<file path="src/rtl/coord_frame_tx.sv">
// Coordinate frame UART transmitter: sends HDR0 HDR1, x/y/z big-endian and an additive
// checksum as 15 contiguous 8N1 bytes, each bit held CLK_FREQ/BAUD clock cycles.
module coord_frame_tx #(
   parameter int unsigned CLK_FREQ = 50_000_000,
   parameter int unsigned BAUD     = 115200,
   parameter logic [7:0]  HDR0     = 8'hAA,
   parameter logic [7:0]  HDR1     = 8'h55
) (
   input  logic        clk,
   input  logic        rst_n,
   input  logic        start,
   input  logic        abort,
   input  logic [31:0] x,
   input  logic [31:0] y,
   input  logic [31:0] z,
   output logic        busy,
   output logic        done,
   output logic        tx
);

   localparam int unsigned     BAUD_DIV  = CLK_FREQ / BAUD;
   localparam int unsigned     CNT_W     = (BAUD_DIV > 1) ? $clog2(BAUD_DIV) : 1;
   localparam logic [CNT_W-1:0] CNT_MAX  = CNT_W'(BAUD_DIV - 1);
   localparam logic [3:0]      LAST_BYTE = 4'd14;

   localparam logic [1:0] IDLE      = 2'd0;
   localparam logic [1:0] START_BIT = 2'd1;
   localparam logic [1:0] DATA      = 2'd2;
   localparam logic [1:0] STOP_BIT  = 2'd3;

   logic [1:0]       state_q, state_d;
   logic [CNT_W-1:0] cnt_q, cnt_d;
   logic [2:0]       bit_idx_q, bit_idx_d;
   logic [3:0]       byte_idx_q, byte_idx_d;
   logic [7:0]       shift_q, shift_d;
   logic [31:0]      x_q, x_d, y_q, y_d, z_q, z_d;
   logic             tx_q, tx_d;
   logic             done_q, done_d;
   logic [7:0]       chk;
   logic [7:0]       cur_byte;
   logic             bit_end;

   // Checksum covers only the 12 latched coordinate bytes, not the header.
   always_comb begin
      chk = x_q[31:24] + x_q[23:16] + x_q[15:8] + x_q[7:0]
          + y_q[31:24] + y_q[23:16] + y_q[15:8] + y_q[7:0]
          + z_q[31:24] + z_q[23:16] + z_q[15:8] + z_q[7:0];
   end

   always_comb begin
      case (byte_idx_q)
         4'd0:    cur_byte = HDR0;
         4'd1:    cur_byte = HDR1;
         4'd2:    cur_byte = x_q[31:24];
         4'd3:    cur_byte = x_q[23:16];
         4'd4:    cur_byte = x_q[15:8];
         4'd5:    cur_byte = x_q[7:0];
         4'd6:    cur_byte = y_q[31:24];
         4'd7:    cur_byte = y_q[23:16];
         4'd8:    cur_byte = y_q[15:8];
         4'd9:    cur_byte = y_q[7:0];
         4'd10:   cur_byte = z_q[31:24];
         4'd11:   cur_byte = z_q[23:16];
         4'd12:   cur_byte = z_q[15:8];
         4'd13:   cur_byte = z_q[7:0];
         default: cur_byte = chk;
      endcase
   end

   assign bit_end = (cnt_q == CNT_MAX);

   always_comb begin
      state_d    = state_q;
      cnt_d      = cnt_q;
      bit_idx_d  = bit_idx_q;
      byte_idx_d = byte_idx_q;
      shift_d    = shift_q;
      x_d        = x_q;
      y_d        = y_q;
      z_d        = z_q;
      tx_d       = tx_q;
      done_d     = 1'b0;
      if (state_q == IDLE) begin
         // abort outranks start even when idle: the frame is not launched.
         if (start && !abort) begin
            state_d    = START_BIT;
            cnt_d      = '0;
            bit_idx_d  = '0;
            byte_idx_d = '0;
            x_d        = x;
            y_d        = y;
            z_d        = z;
            tx_d       = 1'b0;
         end
      end else if (abort) begin
         state_d    = IDLE;
         cnt_d      = '0;
         bit_idx_d  = '0;
         byte_idx_d = '0;
         tx_d       = 1'b1;
      end else if (!bit_end) begin
         cnt_d = cnt_q + 1'b1;
      end else begin
         cnt_d = '0;
         case (state_q)
            START_BIT: begin
               state_d   = DATA;
               bit_idx_d = '0;
               tx_d      = cur_byte[0];
               shift_d   = {1'b0, cur_byte[7:1]};
            end
            DATA: begin
               if (bit_idx_q == 3'd7) begin
                  state_d = STOP_BIT;
                  tx_d    = 1'b1;
               end else begin
                  bit_idx_d = bit_idx_q + 3'd1;
                  tx_d      = shift_q[0];
                  shift_d   = shift_q >> 1;
               end
            end
            STOP_BIT: begin
               if (byte_idx_q == LAST_BYTE) begin
                  state_d    = IDLE;
                  byte_idx_d = '0;
                  done_d     = 1'b1;
                  tx_d       = 1'b1;
               end else begin
                  state_d    = START_BIT;
                  byte_idx_d = byte_idx_q + 4'd1;
                  tx_d       = 1'b0;
               end
            end
            default: begin
               state_d = IDLE;
               tx_d    = 1'b1;
            end
         endcase
      end
   end

   always_ff @(posedge clk or negedge rst_n) begin
      if (!rst_n) begin
         state_q    <= IDLE;
         cnt_q      <= '0;
         bit_idx_q  <= '0;
         byte_idx_q <= '0;
         shift_q    <= '0;
         x_q        <= '0;
         y_q        <= '0;
         z_q        <= '0;
         tx_q       <= 1'b1;
         done_q     <= 1'b0;
      end else begin
         state_q    <= state_d;
         cnt_q      <= cnt_d;
         bit_idx_q  <= bit_idx_d;
         byte_idx_q <= byte_idx_d;
         shift_q    <= shift_d;
         x_q        <= x_d;
         y_q        <= y_d;
         z_q        <= z_d;
         tx_q       <= tx_d;
         done_q     <= done_d;
      end
   end

   assign busy = (state_q != IDLE);
   assign done = done_q;
   assign tx   = tx_q;

endmodule

</file>
<file path="config.mk">
export PLATFORM = sky130hd
export DESIGN_NAME = coord_frame_tx
export DESIGN_NICKNAME = d
export VERILOG_FILES = /design/src/rtl/coord_frame_tx.sv
export SDC_FILE = /design/constraint.sdc
export NUM_CORES = 1
export LEC_CHECK = 0
export CORE_MARGIN = 8
export CORE_UTILIZATION = 45
export CTS_BUF_LIST = sky130_fd_sc_hd__clkbuf_16
export CTS_CLUSTER_DIAMETER = 100
export DETAILED_ROUTE_END_ITERATION = 8
export PLACE_DENSITY = 0.73
export SYNTH_ARGS = -nofsm -noshare
export SYNTH_HDL_FRONTEND = slang
export SYNTH_SLANG_ARGS = --single-unit
</file>
<file path="constraint.sdc">
create_clock -name clk -period 10.5 [get_ports clk]
set_input_delay 2.1 -clock clk [delete_from_list [all_inputs] [get_ports clk]]
set_output_delay 2.1 -clock clk [all_outputs]
set_load 0.01 [all_outputs]
</file>
==> Yosys cells after proc, flatten, opt, wreduce, memory -nomap -nowiden <==
Cells that the tools add are included.
{ "classes": {"n_addsub": 14, "n_eq_ne": 23, "mux": 37, "bitwise": 2, "reduce_logical": 15} }
{ "op_table": {"columns": ["cell", "count"], "rows": [
  ["one-hot mux 8 bit (14 select lines)", 1],
  ["adder 8 bit", 11],
  ["2-to-1 mux 9 bit", 4],
  ["== test 4 bit, second input constant", 7],
  ["2-to-1 mux 4 bit", 6],
  ["== test 4 x 3 -> 1 bit, second input constant", 4],
  ["one-hot mux 8 bit (2 select lines)", 1],
  ["2-to-1 mux 3 bit", 5],
  ["2-to-1 mux 1 bit", 11],
  ["2-to-1 mux 2 bit", 5],
  ["adder 9 x 1 -> 9 bit, second input constant", 1],
  ["== test 9 bit, second input constant", 1],
  ["== test 4 x 2 -> 1 bit, second input constant", 2],
  ["2-to-1 mux 8 bit", 1],
  ["inequality test 4 bit, second input constant", 2],
  ["one-hot mux 2 bit (3 select lines)", 1],
  ["one-hot mux 3 bit (2 select lines)", 1],
  ["AND reduction 3 bit", 2],
  ["nonzero test 3 bit", 2],
  ["AND reduction 5 bit", 1],
  ["adder 4 x 1 -> 4 bit, second input constant", 1],
  ["== test 2 bit, second input constant", 2],
  ["== test 4 x 1 -> 1 bit, second input constant", 1],
  ["zero test 4 bit", 1],
  ["14 further kinds", 17]
]} }
{ "word_totals": {"regBits": 124, "input_bits": 100, "out_inout_bits": 3, "word_cells": 101} }

==> Logic depth before layout (Yosys ltp) <==
{ "logic_depth": {"word_depth": 16, "mapped_depth": 19, "ltp_nobuf": 19} }

==> Worst setup path after synthesis <==
Ideal clock, no wire load.
{ "synth_path": {"path_type": "register to register", "start": "register x_q[2]", "end": "register shift_q[5]", "setup_time_ps": 142, "t_arrival_ps": 4524, "slack_ps": 5834, "stages_incl_launch_ff": 18, "path_buffers": 0, "path_cell_list": "dfrtp_1 -> inv_1 -> fa_1 -> inv_1 -> fa_1 -> fa_1 -> fa_1 -> inv_1 -> fa_1 -> inv_1 -> ha_1 -> fa_1 -> a21o_1 -> a21oi_1 -> xor2_1 -> a21oi_1 -> o211ai_1 -> a31oi_1"} }
{ "synth_via": {"elab_chain_len": 11} }
{ "synth_rtl": {"columns": ["element", "line", "rtl"], "rows": [
  ["from (decl)", "36", "logic [31:0] x_q, x_d, y_q, y_d, z_q, z_d;"],
  ["from (signal assigned)", "149", "x_q <= '0;"],
  ["from (signal assigned)", "160", "x_q <= x_d;"],
  ["adder 8 bit", "45", "chk = x_q[31:24] + x_q[23:16] + x_q[15:8] + x_q[7:0]"],
  ["adder 8 bit (4 in a row)", "46", "+ y_q[31:24] + y_q[23:16] + y_q[15:8] + y_q[7:0]"],
  ["adder 8 bit (4 in a row)", "47", "+ z_q[31:24] + z_q[23:16] + z_q[15:8] + z_q[7:0];"],
  ["one-hot mux 8 bit (14 select lines)", "51", "case (byte_idx_q)"],
  ["one-hot mux 8 bit (2 select lines)", "105", "case (state_q)"],
  ["to (signal assigned)", "159", "shift_q <= shift_d;"],
  ["to (decl)", "35", "logic [7:0] shift_q, shift_d;"]
]} }
No other way between the ends.
A chain may end at the register's enable or synchronous reset.

==> Worst setup path after layout <==
{ "layout_path": {"start": "register x_q[27]", "end": "register shift_q[6]"} }
{ "layout_via": {"elab_chain_len": 13} }
{ "layout_rtl": {"columns": ["element", "line"], "rows": [
  ["adder 8 bit (3 in a row)", "45"],
  ["adder 8 bit (4 in a row)", "46"],
  ["adder 8 bit (4 in a row)", "47"],
  ["one-hot mux 8 bit (14 select lines)", "51"],
  ["one-hot mux 8 bit (2 select lines)", "105"]
]} }
No other way between the ends.

==> flow_summary.html <==
<table>
<tr><th>Metric</th><th>Value</th></tr>
<tr><th colspan="2">Placement</th></tr>
<tr><td>Cell count after placement</td><td>a little over 1,000</td></tr>
<tr><td>Post-Place Cell Area</td><td>just over 9000 sq um</td></tr>
<tr><td>Worst setup slack after placement</td><td>~5.6 ns</td></tr>
<tr><td>Final HPWL DP</td><td>around 14,000 um</td></tr>
<tr><td>Buffers added on ports</td><td>slightly above 100</td></tr>
<tr><td>Placer Congestion</td><td>between 0.8 and 0.9</td></tr>
<tr><th colspan="2">Timing</th></tr>
<tr><td>Final setup viols</td><td>0</td></tr>
<tr><td>Total Negative Setup Slacks</td><td>0 ns</td></tr>
<tr><td>Worst Skew</td><td>around 0.018 ns</td></tr>
<tr><td>Tightest Pin Transition</td><td>approximately 0.95 ns</td></tr>
<tr><td>Period Utilization, post-route</td><td>about 47%</td></tr>
<tr><td>Setup ws final</td><td>roughly 5.6 ns</td></tr>
<tr><td>Minimum period implied by the final worst setup slack</td><td>around 5 ns</td></tr>
<tr><td>Tightest slew margin relative to the limit</td><td>between 30% and 40%</td></tr>
<tr><td>Slew Limit Fails</td><td>0</td></tr>
<tr><td>Hold violation total from the final report</td><td>0</td></tr>
<tr><td>Unrepaired setup endpoints after global routing</td><td>false</td></tr>
<tr><td>Peak Freq</td><td>between 200 and 250 MHz</td></tr>
<tr><th colspan="2">Critical path</th></tr>
<tr><td>Worst Setup End Kind</td><td>register</td></tr>
<tr><td>Largest driver fanout on the critical path</td><td>3</td></tr>
<tr><td>CP Launch Type</td><td>register</td></tr>
<tr><td>Arrival time of data at the critical path endpoint</td><td>~5.2 ns</td></tr>
<tr><td>Critical path class</td><td>register to register</td></tr>
<tr><td>Cell repeated most along the worst path</td><td>fa_1</td></tr>
<tr><td>Required time of the critical path</td><td>approximately 11 ns</td></tr>
<tr><td>Worst path cell trace</td><td>inv_1 -&gt; fa_1 -&gt; inv_1 -&gt; fa_1 -&gt; fa_1 -&gt; fa_1 -&gt; inv_1 -&gt; fa_1 -&gt; inv_1 -&gt; ha_1 -&gt; a211oi_1 -&gt; o21bai_1 -&gt; a21oi_1 -&gt; nor2b_1 -&gt; nor4b_1 -&gt; nor3_2</td></tr>
<tr><td>Slowest stage delay, CP</td><td>between 0.5 and 0.6 ns</td></tr>
<tr><td>Crit path max-delay cell type</td><td>fa_1</td></tr>
<tr><th colspan="2">Global route</th></tr>
<tr><td>Global-route wire length before repair</td><td>around 32,000 um</td></tr>
<tr><td>Highest-utilization routing layer at the global route stage</td><td>met2</td></tr>
<tr><td>Maximum number of pins on one net before global-route repair</td><td>68</td></tr>
<tr><td>GRT Resource Usage Total</td><td>between 10% and 20%</td></tr>
<tr><td>Remaining global-route overflow</td><td>0</td></tr>
<tr><td>Met3 routing resource usage after global routing</td><td>just under 5%</td></tr>
<tr><td>Number of antenna violations at the first check in global routing</td><td>0</td></tr>
<tr><td>Global routing met1 resource utilization</td><td>between 20 and 30%</td></tr>
<tr><td>GR Layer Usage met2</td><td>between 20% and 30%</td></tr>
<tr><td>Number of global-route vias before repair</td><td>just over 6,000</td></tr>
<tr><th colspan="2">Synth</th></tr>
<tr><td>Post-synthesis instance area</td><td>between 8000 and 9000 sq um</td></tr>
<tr><td>Adder-cell area share of the yosys netlist</td><td>a little under a fifth</td></tr>
<tr><td>Sequential share of the synthesized area</td><td>37.76%</td></tr>
<tr><td>Yosys warning count</td><td>0</td></tr>
<tr><td>Dominant register cell in the synthesized netlist</td><td>dfrtp_1</td></tr>
<tr><td>Number of enable flip-flop cells after synthesis</td><td>0</td></tr>
<tr><td>Post-synth net total</td><td>between 800 and 900</td></tr>
<tr><td>Synthesized instance count</td><td>716</td></tr>
<tr><td>Yosys reg bits</td><td>123</td></tr>
<tr><td>Complex-gate fraction of the synthesized area</td><td>approximately 11%</td></tr>
<tr><td>Post-synthesis mux area share</td><td>between 15 and 20%</td></tr>
<tr><td>Number of distinct library cells after synthesis</td><td>70</td></tr>
<tr><td>Ys async rst share</td><td>100.0%</td></tr>
<tr><td>Xor-xnor portion of the synthesized cell area</td><td>under 10%</td></tr>
<tr><td>Dominant combinational cell family by area after synthesis</td><td>adder cells</td></tr>
<tr><td>Area share of and/or/nand/nor cells after synthesis</td><td>7.119%</td></tr>
<tr><td>Post-Syn Area per Cell</td><td>between 10 and 15 sq um</td></tr>
<tr><th colspan="2">Floorplan</th></tr>
<tr><td>Row count</td><td>a little under 50</td></tr>
<tr><td>Initial Utilization</td><td>around 46%</td></tr>
<tr><td>Top-level I/O count</td><td>103</td></tr>
<tr><td>Height of the die</td><td>around 150 um</td></tr>
<tr><td>CORE AREA</td><td>between 15,000 and 20,000 sq um</td></tr>
<tr><td>Die area</td><td>approximately 23,000 sq um</td></tr>
<tr><td>Die boundary width</td><td>around 150 um</td></tr>
<tr><th colspan="2">Clock tree</th></tr>
<tr><td>Cts-stage hold buffer count</td><td>0</td></tr>
<tr><td>Insertion delay of the later-clocked pin in the worst-skew pair</td><td>between 0.4 and 0.5 ns</td></tr>
<tr><td>Clock tree from TritonCTS</td><td>done</td></tr>
<tr><td>Number of buffers added for setup after CTS</td><td>0</td></tr>
<tr><td>Number of sinks driven by the clock tree</td><td>approximately 120</td></tr>
<tr><td>Cts bufs inserted</td><td>17</td></tr>
<tr><td>Count of H-tree levels built during CTS</td><td>4</td></tr>
<tr><td>CTS-repair resized insts</td><td>0</td></tr>
<tr><td>Longest Clk Path Bufs</td><td>2</td></tr>
<tr><td>Clock Root Buffer</td><td>clkbuf_16</td></tr>
<tr><td>Clock slew at the register clock pins of the worst setup and hold paths</td><td>approximately 0.060 ns</td></tr>
<tr><th colspan="2">Final layout</th></tr>
<tr><td>Final instance count without filler cells</td><td>~1,100</td></tr>
<tr><td>Total of fill cells in the finished design</td><td>around 1,500</td></tr>
<tr><td>Share of final-layout standard cells stronger than drive strength 1</td><td>between 10% and 20%</td></tr>
<tr><td>Antenna diode count</td><td>0</td></tr>
<tr><td>Design area</td><td>between 9000 and 10,000 sq um</td></tr>
<tr><td>Syn-to-layout area delta</td><td>21.85%</td></tr>
<tr><td>Final net count</td><td>~990</td></tr>
<tr><th colspan="2">Outcome</th></tr>
<tr><td>Result of the run</td><td>finished, final reports clean</td></tr>
<tr><th colspan="2">Route</th></tr>
<tr><td>Routed vias</td><td>between 5,000 and 6,000</td></tr>
<tr><td>Routed WL per cell</td><td>roughly 19 um</td></tr>
<tr><td>Drc violations</td><td>0</td></tr>
<tr><td>First-pass detailed-route iteration total</td><td>5</td></tr>
<tr><td>Overall routed net length</td><td>19,700 um</td></tr>
<tr><td>Remaining antenna violation count</td><td>0</td></tr>
<tr><td>Number of vias per cell after detailed routing</td><td>~5.4</td></tr>
<tr><td>Drt first-iter violations</td><td>about 360</td></tr>
<tr><th colspan="2">Min path</th></tr>
<tr><td>Hold Crit Class</td><td>register to register</td></tr>
<tr><th colspan="2">Flow run</th></tr>
<tr><td>Maxcap violations</td><td>0</td></tr>
</table>
[state kept, by name, indices dropped and copies added (netlist names)]
name	flops
x_q	32
y_q	32
z_q	32
cnt_q	9
shift_q	7
byte_idx_q	4
bit_idx_q	3
state_q	2
done	1
tx	1
[layout by cell type (no fill, tap or decap), types with 4 or more instances in the layout]
cell and n:
a21oi_1 19, clkinvlp_4 4, clkbuf_16 17, mux2_2 105, a211oi_1 4, xnor2_1 21
a221oi_1 4, nor2b_1 15, a21o_1 7, a31oi_1 9, mux2i_1 6, and2_1 5
xor2_1 5, nand2_1 28, buf_4 7, fa_1 63, ha_1 18, a22o_1 6
a32oi_1 11, and3_1 6, bufinv_16 4, inv_1 106, dfrtp_1 122, o21ai_0 27
nand3_1 11, o2bb2ai_1 4, nor2_1 16, clkdlybuf4s50_1 101, a32o_1 6
[worst paths after layout]
check | from | to | slack [ns] | depth (start not counted)
max | x_q[27] | shift_q[6] | 5.58 | 16
min | bit_idx_q[1] | bit_idx_q[1] | 0.50 | 1
max reg2reg | x_q[27] | shift_q[6] | 5.58 | 16
min reg2reg | bit_idx_q[1] | bit_idx_q[1] | 0.50 | 1
max in group asynchronous | rst_n | y_q[25] | 7.40 | 2
min in group asynchronous | rst_n | done | 1.74 | 1
[layout make-up]
| class | count | area (sq um) | area share (%) |
|---|---|---|---|
| clock buffer | 17 | 425.4 | 4.281 |
| clock inverter | 15 | 183.9 | 1.851 |
| inverter | 104 | 390.4 | 3.928 |
| multi-input combinational | 456 | 4508 | 45.37 |
| sequential | 123 | 3079 | 30.99 |
| tap | 229 | 286.5 | 2.883 |
| timing repair buffer | 108 | 1064 | 10.70 |
[Yosys cell counts (all sizes together) (11+ instances only)]
library cell,number,area share (%)
a21oi,20,1.3
dfrtp,122,37
ha,18,2.8
buf,28,2.1
a32oi,11,1.2
mux2,106,15
nor2b,15,1.2
nand2,28,1.3
xnor2,21,2.3
inv,104,4.8
nand3,12,0.74
fa,63,15
nor2,16,0.74
o21ai,29,1.8
[routing by layer]
layer | vias up | share of wire, %
met1 | 2828 | 45
met3 | 27 | 6.9
li1 | 2655 | -
met5 | - | 0
met4 | 0 | 2.0
met2 | 194 | 46
[cells by family after synthesis]
kind of cell / Yosys count
mux: 113
compound gates: 130
flops: 123
fa+ha+maj: 81
xor+xnor: 26
simple gates: 106
buf+inv: 137
[worst max-delay path: cells and delay by family (launching register included)]
kind                       cells  cell delay [ns]
adders and majority gates      6             2.98
buffers and inverters          4             0.26
and+or+nand+nor                3             0.59
AOI/OAI and AO/OA              3             0.62
DFF                            1             0.36
[stage by stage]
step | hold WS (ns) | utilization (%)
after floorplan | 0.4644 | -
after global placement | 0.4917 | 52.10
after detailed placement | 0.4925 | 52.10
after CTS | 0.5056 | 55.51
after global routing | 0.5074 | 55.51
final | 0.5033 | 55.51
Power is left out: the tool's default activity adds up to more than one toggle a clock period on the data nets, which glitch-free logic cannot reach.
